### src/rtl/core_seq_ctrl_if.sv
// Shared instruction/data memory port. The master raises req and holds it until gnt.
// Read data comes back later on rvalid.
interface core_seq_ctrl_if #(
    parameter int unsigned PC_W = 16
);
    logic            req;
    logic            we;
    logic [PC_W-1:0] addr;
    logic [31:0]     wdata;
    logic            gnt;
    logic            rvalid;
    logic [31:0]     rdata;

    modport master (output req, we, addr, wdata, input gnt, rvalid, rdata);
    modport slave  (input req, we, addr, wdata, output gnt, rvalid, rdata);
endinterface

### src/rtl/core_seq_ctrl.sv
// Multi-cycle fetch/decode/execute sequencer. It owns the PC and shares one memory port
// between instruction fetch and LOAD/STORE accesses. It also steers the register file and ALU.
module core_seq_ctrl #(
    parameter int unsigned     PC_W     = 16,
    parameter logic [PC_W-1:0] RESET_PC = '0
) (
    input  logic              clk,
    input  logic              rst,
    input  logic              run_i,
    output logic              busy_o,
    output logic [PC_W-1:0]   pc_o,
    output logic              retire_o,
    output logic              illegal_o,
    core_seq_ctrl_if.master   mem,
    output logic [2:0]        rf_raddr1_o,
    output logic [2:0]        rf_raddr2_o,
    input  logic [31:0]       rf_rdata1_i,
    input  logic [31:0]       rf_rdata2_i,
    output logic              rf_we_o,
    output logic [2:0]        rf_waddr_o,
    output logic [31:0]       rf_wdata_o,
    output logic [2:0]        alu_op_o,
    output logic [31:0]       alu_a_o,
    output logic [31:0]       alu_b_o,
    input  logic [31:0]       alu_y_i
);
    localparam logic [5:0] OpNop   = 6'd0;
    localparam logic [5:0] OpAdd   = 6'd1;
    localparam logic [5:0] OpSub   = 6'd2;
    localparam logic [5:0] OpAddi  = 6'd3;
    localparam logic [5:0] OpLoad  = 6'd4;
    localparam logic [5:0] OpStore = 6'd5;

    typedef enum logic [2:0] {
        AluNop = 3'd0,
        AluAdd = 3'd1,
        AluSub = 3'd2
    } alu_op_e;

    typedef enum logic [2:0] {
        StIdle,
        StFetch,
        StFwait,
        StExec,
        StMem,
        StMwait,
        StTrap
    } state_e;

    state_e          state_q, state_d;
    logic [PC_W-1:0] pc_q, pc_d;
    logic [31:0]     ir_q, ir_d;
    logic            illegal_q, illegal_d;

    logic [5:0]      opcode;
    logic [2:0]      rd;
    logic [31:0]     imm_ext;
    logic            is_alu;
    logic            is_mem;
    logic            is_store;
    alu_op_e         alu_op;

    logic            retire;
    logic            mem_req;
    logic            mem_we;
    logic [PC_W-1:0] mem_addr;

    assign opcode   = ir_q[31:26];
    assign rd       = ir_q[25:23];
    assign imm_ext  = {{16{ir_q[19]}}, ir_q[19:4]};
    assign is_store = (opcode == OpStore);

    // STORE reuses the rd field as its data source register
    assign rf_raddr1_o = ir_q[22:20];
    assign rf_raddr2_o = is_store ? rd : ir_q[19:17];
    assign alu_a_o     = rf_rdata1_i;
    assign alu_op_o    = alu_op;

    always_comb begin
        alu_op  = AluNop;
        alu_b_o = '0;
        is_alu  = 1'b0;
        is_mem  = 1'b0;
        case (opcode)
            OpAdd: begin
                alu_op  = AluAdd;
                alu_b_o = rf_rdata2_i;
                is_alu  = 1'b1;
            end
            OpSub: begin
                alu_op  = AluSub;
                alu_b_o = rf_rdata2_i;
                is_alu  = 1'b1;
            end
            OpAddi: begin
                alu_op  = AluAdd;
                alu_b_o = imm_ext;
                is_alu  = 1'b1;
            end
            OpLoad, OpStore: begin
                alu_op  = AluAdd;
                alu_b_o = imm_ext;
                is_mem  = 1'b1;
            end
            default: ;
        endcase
    end

    always_comb begin
        state_d    = state_q;
        pc_d       = pc_q;
        ir_d       = ir_q;
        illegal_d  = illegal_q;
        retire     = 1'b0;
        mem_req    = 1'b0;
        mem_we     = 1'b0;
        mem_addr   = '0;
        rf_we_o    = 1'b0;
        rf_waddr_o = '0;
        rf_wdata_o = '0;
        case (state_q)
            StIdle: begin
                if (run_i) state_d = StFetch;
            end
            StFetch: begin
                mem_req  = 1'b1;
                mem_addr = pc_q;
                if (mem.gnt) state_d = StFwait;
            end
            StFwait: begin
                if (mem.rvalid) begin
                    ir_d    = mem.rdata;
                    state_d = StExec;
                end
            end
            StExec: begin
                if (is_alu) begin
                    rf_we_o    = 1'b1;
                    rf_waddr_o = rd;
                    rf_wdata_o = alu_y_i;
                    retire     = 1'b1;
                end else if (is_mem) begin
                    state_d = StMem;
                end else if (opcode == OpNop) begin
                    retire = 1'b1;
                end else begin
                    illegal_d = 1'b1;
                    state_d   = StTrap;
                end
            end
            StMem: begin
                mem_req  = 1'b1;
                mem_we   = is_store;
                mem_addr = alu_y_i[PC_W-1:0];
                if (mem.gnt) begin
                    if (is_store) retire = 1'b1;
                    else          state_d = StMwait;
                end
            end
            StMwait: begin
                if (mem.rvalid) begin
                    rf_we_o    = 1'b1;
                    rf_waddr_o = rd;
                    rf_wdata_o = mem.rdata;
                    retire     = 1'b1;
                end
            end
            StTrap: ;
            default: state_d = StIdle;
        endcase
        if (retire) begin
            pc_d    = pc_q + PC_W'(1);
            state_d = run_i ? StFetch : StIdle;
        end
    end

    always_ff @(posedge clk) begin
        if (rst) begin
            state_q   <= StIdle;
            pc_q      <= RESET_PC;
            ir_q      <= '0;
            illegal_q <= 1'b0;
        end else begin
            state_q   <= state_d;
            pc_q      <= pc_d;
            ir_q      <= ir_d;
            illegal_q <= illegal_d;
        end
    end

    assign mem.req   = mem_req;
    assign mem.we    = mem_we;
    assign mem.addr  = mem_addr;
    assign mem.wdata = mem_we ? rf_rdata2_i : '0;

    assign busy_o    = (state_q != StIdle) && (state_q != StTrap);
    assign pc_o      = pc_q;
    assign retire_o  = retire;
    assign illegal_o = illegal_q;

    logic unused_bits;
    assign unused_bits = ^{ir_q[3:0], alu_y_i};
endmodule
### src/flat_wrapper.sv
// flat-port wrapper written by rule: the top's interface ports become plain ports
module core_seq_ctrl_flat 
#(
    parameter int unsigned     PC_W     = 16,
    parameter logic [PC_W-1:0] RESET_PC = '0
)
  (clk, rst, run_i, busy_o, pc_o, retire_o, illegal_o, rf_raddr1_o, rf_raddr2_o, rf_rdata1_i, rf_rdata2_i, rf_we_o, rf_waddr_o, rf_wdata_o, alu_op_o, alu_a_o, alu_b_o, alu_y_i, mem_req, mem_we, mem_addr, mem_wdata, mem_gnt, mem_rvalid, mem_rdata);
  core_seq_ctrl_if #(.PC_W(PC_W)) mem_i ();
  input  logic clk;
  input  logic rst;
  input  logic run_i;
  output logic busy_o;
  output logic [PC_W-1:0] pc_o;
  output logic retire_o;
  output logic illegal_o;
  output logic [2:0] rf_raddr1_o;
  output logic [2:0] rf_raddr2_o;
  input  logic [31:0] rf_rdata1_i;
  input  logic [31:0] rf_rdata2_i;
  output logic rf_we_o;
  output logic [2:0] rf_waddr_o;
  output logic [31:0] rf_wdata_o;
  output logic [2:0] alu_op_o;
  output logic [31:0] alu_a_o;
  output logic [31:0] alu_b_o;
  input  logic [31:0] alu_y_i;
  output wire logic [$bits(mem_i.req)-1:0] mem_req;
  output wire logic [$bits(mem_i.we)-1:0] mem_we;
  output wire logic [$bits(mem_i.addr)-1:0] mem_addr;
  output wire logic [$bits(mem_i.wdata)-1:0] mem_wdata;
  input wire logic [$bits(mem_i.gnt)-1:0] mem_gnt;
  input wire logic [$bits(mem_i.rvalid)-1:0] mem_rvalid;
  input wire logic [$bits(mem_i.rdata)-1:0] mem_rdata;
  assign mem_req = mem_i.req;
  assign mem_we = mem_i.we;
  assign mem_addr = mem_i.addr;
  assign mem_wdata = mem_i.wdata;
  assign mem_i.gnt = mem_gnt;
  assign mem_i.rvalid = mem_rvalid;
  assign mem_i.rdata = mem_rdata;
  core_seq_ctrl #(.PC_W(PC_W), .RESET_PC(RESET_PC)) u_core (.clk(clk), .rst(rst), .run_i(run_i), .busy_o(busy_o), .pc_o(pc_o), .retire_o(retire_o), .illegal_o(illegal_o), .mem(mem_i), .rf_raddr1_o(rf_raddr1_o), .rf_raddr2_o(rf_raddr2_o), .rf_rdata1_i(rf_rdata1_i), .rf_rdata2_i(rf_rdata2_i), .rf_we_o(rf_we_o), .rf_waddr_o(rf_waddr_o), .rf_wdata_o(rf_wdata_o), .alu_op_o(alu_op_o), .alu_a_o(alu_a_o), .alu_b_o(alu_b_o), .alu_y_i(alu_y_i));
endmodule
### config.mk
export PLATFORM = sky130hd
export DESIGN_NAME = core_seq_ctrl_flat
export DESIGN_NICKNAME = d
export VERILOG_FILES = /design/src/rtl/core_seq_ctrl_if.sv /design/src/rtl/core_seq_ctrl.sv /design/src/flat_wrapper.sv
export SDC_FILE = /design/constraint.sdc
export NUM_CORES = 1
export LEC_CHECK = 0
export ABC_CLOCK_PERIOD_IN_PS = 2500
export CORE_MARGIN = 4
export CORE_UTILIZATION = 29
export DETAILED_ROUTE_END_ITERATION = 10
export GPL_TIMING_DRIVEN = 0
export PLACE_DENSITY_LB_ADDON = 0.1
export SYNTH_ARGS = -nofsm -noshare
export SYNTH_HDL_FRONTEND = slang
export SYNTH_SLANG_ARGS = --single-unit
### constraint.sdc
create_clock -name clk -period 2.5 [get_ports clk]
set_clock_uncertainty 0.2 [all_clocks]
set_input_delay 0.75 -clock clk [delete_from_list [all_inputs] [get_ports clk]]
set_output_delay 0.75 -clock clk [all_outputs]
set_load 0.01 [all_outputs]
Word level (Yosys, flattened, before mapping):

Cells that the tools add are included.

* reduce and logical (&&, ||, !) cells: 14
* bitwise logic cells: 3
* multiplexer cells: 35
* add/subtract/negate cells: 1
* eq/ne operators: 20

Operator list (count)
* one-hot mux 32 bit (2 select lines): 2
* 2-to-1 mux 32 bit: 3
* 2-to-1 mux 3 bit: 12
* one-hot mux 16 bit (2 select lines): 1
* inequality test 3 bit (second input constant): 7
* one-hot mux 3 bit (6 select lines): 1
* adder 16 x 1 -> 16 bit (second input constant): 1
* equality test 6 x 2 -> 1 bit (second input constant): 2
* equality test 6 x 3 -> 1 bit (second input constant): 2
* 2-to-1 mux 1 bit: 12
* equality test 3 bit (second input constant): 3
* AND reduction 8 bit: 1
* OR reduction 2 bit: 4
* equality test 3 x 2 -> 1 bit (second input constant): 2
* equality test 6 x 1 -> 1 bit (second input constant): 1
* zero test 6 bit: 1
* one-hot mux 3 bit (2 select lines): 1
* OR reduction 3 bit: 2
* inequality test 4 x 3 -> 1 bit (second input constant): 1
* one-hot mux 2 bit (2 select lines): 1
* AND reduction 4 bit: 1
* OR reduction 4 bit: 1
* equality test 3 x 1 -> 1 bit (second input constant): 1
* zero test 3 bit: 1
* 7 further kinds: 9

* flip-flop bits (word level): 52
* logic and storage cells: 77

Longest topological paths before layout:

Gate-level depths: netlist of the first run.

* depth after elaboration: 8
* depth in mapped cells: 7
* depth with buffers taken out: 5

Worst setup path after synthesis of the first run:

OpenSTA, ideal clock, no wires.

* path kind: flip-flop to output port
* start: register u_core.state_q[1]
* end: output mem_wdata[22]
* arrival time: 1.622 ns
* required time: 1.550 ns
* stages on the path, launching flop included: 6
* path buffers: 2
* setup slack: -0.072 ns
* path through: dfxtp_1 nor3b_2 clkbuf_1 and3_1 clkbuf_1 and2_1

* longest elaborated chain between the ends: 3

Ends and longest elaborated chain
* start, declared: line core_seq_ctrl.sv:50 `state_e state_q, state_d;`
* start signal, assigned: line core_seq_ctrl.sv:179 `state_q <= StIdle;`
* start signal, assigned: line core_seq_ctrl.sv:184 `state_q <= state_d;`
* equality test 3 bit: line core_seq_ctrl.sv:121 `case (state_q)`
* 2-to-1 mux 1 bit: line core_seq_ctrl.sv:121
* net mem_we: line flat_wrapper.sv:28 `output wire logic [$bits(mem_i.we)-1:0] mem_we;`
* 2-to-1 mux 32 bit: line core_seq_ctrl.sv:194 `assign mem.wdata = mem_we ? rf_rdata2_i : '0;`
* end, declared: line flat_wrapper.sv:30 `output wire logic [$bits(mem_i.wdata)-1:0] mem_wdata;`

The timed path passes the listed nets, and every way through them passes these cells.

Final worst setup path of the first run:

* start: input mem_rvalid
* end: output rf_wdata_o[23]

* longest elaborated chain between the ends: 2

Ends and longest elaborated chain
* start, declared: line flat_wrapper.sv:32 `input wire logic [$bits(mem_i.rvalid)-1:0] mem_rvalid;`
* 2-to-1 mux 32 bit: line core_seq_ctrl.sv:161 `if (mem.rvalid) begin`
* one-hot mux 32 bit (2 select lines): line core_seq_ctrl.sv:121
* end, declared: line flat_wrapper.sv:22 `output logic [31:0] rf_wdata_o;`

Every way passes these cells.

==> results of run 1 <==
-- worst max-delay path: stages --
cell,delay [ns]
buf_6,0.09
and4b_2,0.22
buf_6,0.15
buf_6,0.13
clkbuf_16,0.15
a22o_1,0.21
buf_2,0.14
-- per-stage QoR --
stage               instance area (sq um)  TNS, ns
CTS                                  7340   -20.95
finish                               7710   -23.97
detailed placement                   6620  -117.76
floorplan                            3640    -1.03
global route                         7710   -30.42
global placement                     6620  -115.64
-- logic make-up after synthesis --
family / after synthesis / share of synthesized area
buf+inv: 77 / 0.122
simple gates: 166 / 0.244
compound gates: 135 / 0.315
other cells: 1 / 0.00103
fa+ha+maj: 1 / 0.00345
flops: 48 / 0.265
xor+xnor: 17 / 0.0410
mux: 3 / 0.00931
-- what timing repair did --
action                     CTS  global route
resized for setup          670            75
setup endpoints to repair  135           123
gates cloned                10             3
setup buffers               43            18
pin swaps                   66            35
-- cells in the mapped netlist, types with 2 or more instances --
| master | instances | area (sq um) |
|---|---|---|
| a31oi_1 | 2 | 12.5 |
| a22o_1 | 63 | 552 |
| nand3b_1 | 2 | 15.0 |
| and3_1 | 2 | 12.5 |
| a211oi_2 | 4 | 50.1 |
| nand3_1 | 7 | 35.0 |
| inv_1 | 4 | 15.0 |
| buf_4 | 37 | 278 |
| a21oi_1 | 34 | 170 |
| nor2_1 | 24 | 90.1 |
| nor2b_1 | 3 | 18.8 |
| a2111oi_4 | 2 | 55.1 |
| nand2b_1 | 3 | 18.8 |
| nor3_1 | 3 | 15.0 |
| nor3b_2 | 2 | 25.0 |
| a21o_1 | 17 | 128 |
| dfxtp_1 | 48 | 961 |
| mux2_2 | 3 | 33.8 |
| and3b_1 | 2 | 17.5 |
| and2_1 | 33 | 206 |
| a2111oi_2 | 5 | 75.1 |
| xnor2_1 | 17 | 149 |
| nand2_1 | 68 | 255 |
| nand4_1 | 3 | 18.8 |
| nor3b_1 | 3 | 22.5 |
| or3_4 | 2 | 22.5 |
| buf_2 | 11 | 55.1 |
| clkbuf_1 | 21 | 78.8 |
| buf_1 | 4 | 15.0 |
-- cell type report --
| class | instances | area (sq um) | share of cell area |
|---|---|---|---|
| timing repair buffer | 348 | 3280 | 0.426 |
| multi-input combinational | 323 | 2390 | 0.310 |
| sequential | 48 | 981 | 0.127 |
| buffer | 72 | 662 | 0.0859 |
| tap | 168 | 210 | 0.0273 |
| clock buffer | 5 | 125 | 0.0162 |
| clock inverter | 3 | 42.5 | 0.00552 |
| inverter | 4 | 15.0 | 0.00195 |
-- cell usage in the layout (no fill, tap or decap), drive strengths merged, types with 2 or more instances in the layout --
cell           netlist  routed
nand2               68      68
o211a                2       2
nand2b               3       3
and2                33      33
xnor2               17      17
or3                  2       2
a211oi               5       5
nor3                 5       5
a31oi                2       2
clkbuf              21      25
clkdlybuf4s50        0     150
nand4                4       4
nand3                8       8
a21oi               36      36
dlygate4sd2          0       2
nand3b               2       2
a21o                17      17
nor3b                5       5
inv                  4       4
dfxtp               48      48
and3b                2       2
nor2b                3       3
nor2                24      24
and3                 2       2
buf                 52     247
a2111oi              7       7
mux2                 3       3
a22o                63      63
-- sequential cells by signal (all words and copies together) (netlist names) --
signal,count
u_core.ir_q,28
u_core.pc_o,16
u_core.state_q,3
u_core.illegal_o,1
-- worst max-delay path by stage --
| stage | startpoint | end | slack (ns) | cells past startpoint |
|---|---|---|---|---|
| floorplan | mem_rvalid | rf_wdata_o[0] | -0.03 | 4 |
| global placement | mem_rvalid | rf_wdata_o[7] | -1.39 | 6 |
| detailed placement | mem_rvalid | rf_wdata_o[5] | -1.40 | 6 |
| CTS | u_core.ir_q[30] | alu_b_o[16] | -0.28 | 6 |
| global route | u_core.ir_q[31] | alu_b_o[25] | -0.35 | 7 |
| finish | mem_rvalid | rf_wdata_o[23] | -0.30 | 7 |
-- power groups by stage --
stage          Combinational, mW  Clock [mW]  Sequential (mW)
6_report                    1.94       0.761            0.902
5_1_grt                     2.06       0.811            0.912
4_1_cts                     1.85       0.775            0.898
3_5_place_dp                1.43           0            0.897
3_3_place_gp                1.41           0            0.895
2_1_floorplan              0.747           0            0.882
-- per-layer routing --
layer / vias up / GRT usage / wire [um]
li1: 2264 / - / -
met1: 2291 / 0.284 / 7540
met2: 214 / 0.427 / 9330
met3: 18 / 0.0533 / 1260
met4: 0 / 0.0523 / 249
met5: - / 0 / 0
==> results.md, run 1 <==
* #FFs+latches synth at 48
* Worst VDD drop at around 0.29 mV
* Overall Global Routing Usage at 0.236
* Fmax at 357 MHz
* Worst rel slew slack at 0.632
* Tcrit/Tclk final at 1.12
* Critical R2R Capture: u_core.state_q[2]
* Die area at 14400 sq um
* Sequential cell area fraction in the yosys report at 0.265
* Final GP Congestion at roughly 0.86
* Hold Path Cell Cnt at 2
* Placed wire-length estimate at about 13000 um
* Layout cells sized above 1 at 0.428
* Grt total ovfl at 0
* P_leak at between 3 and 4 nW
* Area growth syn-to-layout at 112%
* IO Count at approximately 310
* Die Ht at roughly 120 um
* Worst Path Arrival at ~1.9 ns
* Synthesized area at roughly 3600 sq um
* Initial antenna violation count at 0
* Slew Limit Fails at 0
* Post-CTS Hold Buffers at 0
* R2R Setup Slk at around 0.2 ns
* Via count at 4787
* Synth Instances at roughly 450
* Final hold viol count at 0
* Net Sw Frac at 0.333
* Worst hold endpoint: u_core.ir_q[22]
* Worst min path class: reg -> reg
* Final WS setup at -0.299 ns
* Dpl cells at 893
* TritonCTS clock tree: done
* Remaining DRCs at 0
* CP max FO at 5
* Post-synth ARST share at 0
* Cells on worst reg2reg path at 7
* R2R Path Start: u_core.ir_q[31]
* Inserted Diodes at 0
* Num CTS Buffers at 5
* PD cells at 467 nW/um^2
* Vias in the first global route at ~4900
* RSZ-0062 raised after global routing: true
* Register share of total power at 0.250
* Root Buffer: clkbuf_16
* First drt pass iteration count at 4
* Min cycle time layout at around 2.8 ns
* Core ar. at roughly 12000 sq um
* Setup violations, final at 120
* H-tree levels at 2
* Routed WL at approximately 18000 um
* Kind of end point of the critical path: primary output
* Fillers at between 1000 and 1500
* Initial DRC count at ~190
* Post-Syn Area per Cell at ~8.1 sq um
* Reported max-cap violation count at 0
* Comb pwr share at 0.538
* CP required at 1.55 ns
* Tightest Pin Transition at between 0.5 and 0.6 ns
* Worst-path clk slew at 0.07 ns
* Worst hold slack at 0.257 ns
* Die width at roughly 120 um
* Clock Latency Late Sink at between 0.2 and 0.3 ns
* Initial Utilization at 0.299
* Switch Pwr at around 1.2 mW
* First-pass GRT wire length at about 27000 um
* Failing checks: negative setup slack
* CTS sink cnt at between 40 and 50
* YS warnings at 0
* Final std cells w/o fill at between 900 and 1000
* Per-cell routed wire length at between 15 and 20 um
* Int Pwr at about 2.4 mW
* Syn_nets at about 580
* Distinct cells, synth at 48
* WS Path Type: in -> out
* Routed vias/inst at a little under 5
* Main flop type after synthesis: dfxtp_1
* Total power at ~3.6 mW
* Clock power frac at 0.211
* Rows at 40
* Antenna Nets Post-Route at 0
* CP Launch Type: input port
* Pre-CTS setup slack at -1.40 ns
* CTS max path bufs at 2
* Largest net degree at the start of global routing at 16
* Final core occ at 0.636
* Hold path startpoint: u_core.ir_q[22]
* Net count reported at finish at about 940
* Status: finished with violations
* EDFF count, synth at 0
* Port-buffer cells at 277
Note: power is estimated with default switching activity, not from simulation.
==> inputs of run 2 (changes only) <==
--- a/config.mk
+++ b/config.mk
@@ -10,6 +10,7 @@
 export CORE_UTILIZATION = 29
 export DETAILED_ROUTE_END_ITERATION = 10
 export GPL_TIMING_DRIVEN = 0
+export HOLD_SLACK_MARGIN = 0.06
 export PLACE_DENSITY_LB_ADDON = 0.1
 export SYNTH_ARGS = -nofsm -noshare
 export SYNTH_HDL_FRONTEND = slang
==> results of run 2 <==
Same layout as run 1: the final DEF is identical, and so are final timing and power.
==> inputs of run 3 (changes only) <==
--- a/config.mk
+++ b/config.mk
@@ -11,7 +11,7 @@
 export DETAILED_ROUTE_END_ITERATION = 10
 export GPL_TIMING_DRIVEN = 0
 export HOLD_SLACK_MARGIN = 0.06
-export PLACE_DENSITY_LB_ADDON = 0.1
+export PLACE_DENSITY = 0.77
 export SYNTH_ARGS = -nofsm -noshare
 export SYNTH_HDL_FRONTEND = slang
 export SYNTH_SLANG_ARGS = --single-unit
==> results.md, run 3 (same netlist as run 1, synthesis figures left out) <==
* Status: finished with violations (unchanged)
* Failing checks: negative setup slack (unchanged)
* Grt total ovfl at 0 (unchanged)
* Most common cell after layout, fill and taps aside: clkdlybuf4s50_1 (unchanged)
* Initial Utilization at 0.299 (unchanged)
* Final std cells w/o fill at 970 (was 971)
* Per-cell routed wire length at 19.5 um (was 18.9 um)
* Switch Pwr at 1.23 mW (was 1.20 mW)
* CP peak stage delay at 0.43 ns (was 0.22 ns)
* Worst VDD drop at 0.303 mV (was 0.286 mV)
* Remaining DRCs at 0 (unchanged)
* Worst min path class: reg -> reg (unchanged)
* Bufs and invs on worst path at 2 (was 5)
* Root Buffer: clkbuf_16 (unchanged)
* Crit. Startpoint: u_core.ir_q[29] (was mem_rvalid)
* Final WS setup at -0.288 ns (was -0.299 ns)
* P_leak at 3.45 nW (was 3.44 nW)
* Overall Global Routing Usage at 0.243 (was 0.236)
* Pre-CTS setup slack at -1.46 ns (was -1.40 ns)
* Vias in the first global route at 5033 (was 4933)
* IO Count at 311 (unchanged)
* Die area at 14400 sq um (unchanged)
* Worst rel slew slack at 0.635 (was 0.632)
* Die width at 120 um (unchanged)
* Slew Limit Fails at 0 (unchanged)
* Net count reported at finish at 935 (was 936)
* Comb pwr share at 0.532 (was 0.538)
* Worst path slowest cell: or3_4 (was and4b_2)
* Tcrit/Tclk final at 1.12 (about the same)
* Hold path startpoint: u_core.ir_q[22] (unchanged)
* Post-CTS Hold Buffers at 0 (unchanged)
* WS Path Type: reg -> out (was in -> out)
* Largest Register: u_core.ir_q (unchanged)
* Layout cells sized above 1 at 0.430 (was 0.428)
* Antenna Nets Post-Route at 0 (unchanged)
* Int Pwr at 2.47 mW (was 2.40 mW)
* Inserted Diodes at 0 (unchanged)
* Initial DRC count at 223 (was 189)
* Initial antenna violation count at 0 (unchanged)
* Net Sw Frac at 0.332 (was 0.333)
* Routed WL at 18900 um (was 18400 um)
* Worst Path Arrival at 1.84 ns (was 1.85 ns)
* H-tree levels at 2 (unchanged)
* Rows at 40 (unchanged)
* Register share of total power at 0.247 (was 0.250)
* CTS sink cnt at 48 (unchanged)
* Reported max-cap violation count at 0 (unchanged)
* Clock power frac at 0.221 (was 0.211)
* First drt pass iteration count at 4 (unchanged)
* CP max FO at 4 (was 5)
* R2R Path Start: u_core.ir_q[27] (was u_core.ir_q[31])
* Largest net degree at the start of global routing at 15 (was 16)
* PD cells at 479 nW/um^2 (was 467 nW/um^2)
* Worst-path clk slew at 0.07 ns (about the same)
* Die Ht at 120 um (unchanged)
* CTS max path bufs at 2 (unchanged)
* Critical path's top delay family: simple AND/OR/NAND/NOR gates (was buffers and inverters)
* TritonCTS clock tree: done (unchanged)
* Fmax at 359 MHz (was 357 MHz)
* Final hold viol count at 0 (unchanged)
* Clock Latency Late Sink at 0.28 ns (about the same)
* CP required at 1.55 ns (about the same)
* Crit-path cells: or3_4 -> nor2_4 -> buf_6 -> mux2_2 -> buf_6 (was buf_6 -> and4b_2 -> buf_6 -> buf_6 -> clkbuf_16 -> a22o_1 -> buf_2)
* Max FFs per register at 28 (unchanged)
* Tightest Pin Transition at 0.547 ns (was 0.551 ns)
* Core ar. at 12100 sq um (unchanged)
* Placed wire-length estimate at 13900 um (was 13500 um)
* Port-buffer cells at 277 (unchanged)
* Final GP Congestion at 0.889 (was 0.859)
* Num CTS Buffers at 5 (unchanged)
* Min cycle time layout at 2.79 ns (was 2.80 ns)
* Routed vias/inst at 4.96 (was 4.93)
* First-pass GRT wire length at 27900 um (was 27100 um)
* Area growth syn-to-layout at 113% (was 112%)
* CP Launch Type: flop (was input port)
* Most frequent cells in the layout: clkdlybuf4s50_1, buf_6, buf_2, nand2_1, buf_4 (unchanged)
* RSZ-0062 raised after global routing: true (unchanged)
* Dpl cells at 893 (unchanged)
* Via count at 4815 (was 4787)
* Kind of end point of the critical path: primary output (unchanged)
* Most frequent CP cell: buf_6 (unchanged)
* Setup violations, final at 122 (was 120)
[run 3: cell types whose count changed in the layout (fill, tap and decap cells not counted), moves of 3 or more]
cell / delta
buf_6: -9
buf_8: +4
dfxtp_1: -3
dfxtp_2: +3
[run 3: area by class of cell]
cell class                 instances  area (sq um)
fill                            1041          4400
sequential                        48           985
inverter                           4          15.0
tap                              168           210
clock inverter                     1          30.0
clock buffer                       7           153
timing repair buffer             350          3280
multi-input combinational        323          2390
buffer                            69           644
[run 3: path summary, 6_finish.rpt]
| kind | endpoint | slack, ns | cells after the start |
|---|---|---|---|
| setup / recovery | rf_raddr2_o[2] | -0.29 | 5 |
| hold / removal | u_core.ir_q[22] | 0.26 | 2 |
| setup reg to reg | u_core.pc_o[12] | 0.14 | 8 |
| hold reg to reg | u_core.ir_q[22] | 0.26 | 2 |
[run 3: repair_timing]
item	4_1_cts	5_1_grt
resized for setup	660	84
pin swaps	51	25
cloned	8	2
endpoints found under the hold margin	0	0
endpoints found under the setup margin	137	124
setup buffers	49	15
[run 3: metrics by stage]
stage                     utilization  area (sq um)  total power [mW]  setup TNS [ns]  hold slack, ns
after global placement          0.547          6620              2.30         -118.00           0.243
after floorplan                     -          3640              1.63           -1.03           0.237
after global routing            0.637          7710              3.86          -29.33           0.287
after detailed placement        0.547          6620              2.34         -123.19           0.253
final                           0.637          7710              3.69          -22.75           0.261
after CTS                       0.604          7320              3.58          -24.20           0.262
[run 3: worst reg2reg max path: cells and delay by family, from the launching register on]
family                    cells  cell delay [ns]
buffers and inverters         3             0.54
and+or+nand+nor               3             0.54
AOI/OAI and AO/OA             1             0.47
DFF                           1             0.32
xor gates and xnor gates      1             0.18
[run 3: per-layer routing]
layer / vias up / wire length, um / global-route usage
met5: - / 0 / 0
met4: 0 / 399 / 0.0637
met3: 28 / 1470 / 0.0561
met2: 230 / 9860 / 0.456
met1: 2286 / 7180 / 0.275
li1: 2271 / - / -
[run 3: power by group through the flow]
stage / clock (mW) / combinational [mW] / sequential [mW]
after floorplan: 0 / 0.747 / 0.882
after global placement: 0 / 1.41 / 0.896
after detailed placement: 0 / 1.44 / 0.899
after CTS: 0.829 / 1.85 / 0.901
after global routing: 0.868 / 2.08 / 0.919
final: 0.817 / 1.96 / 0.910
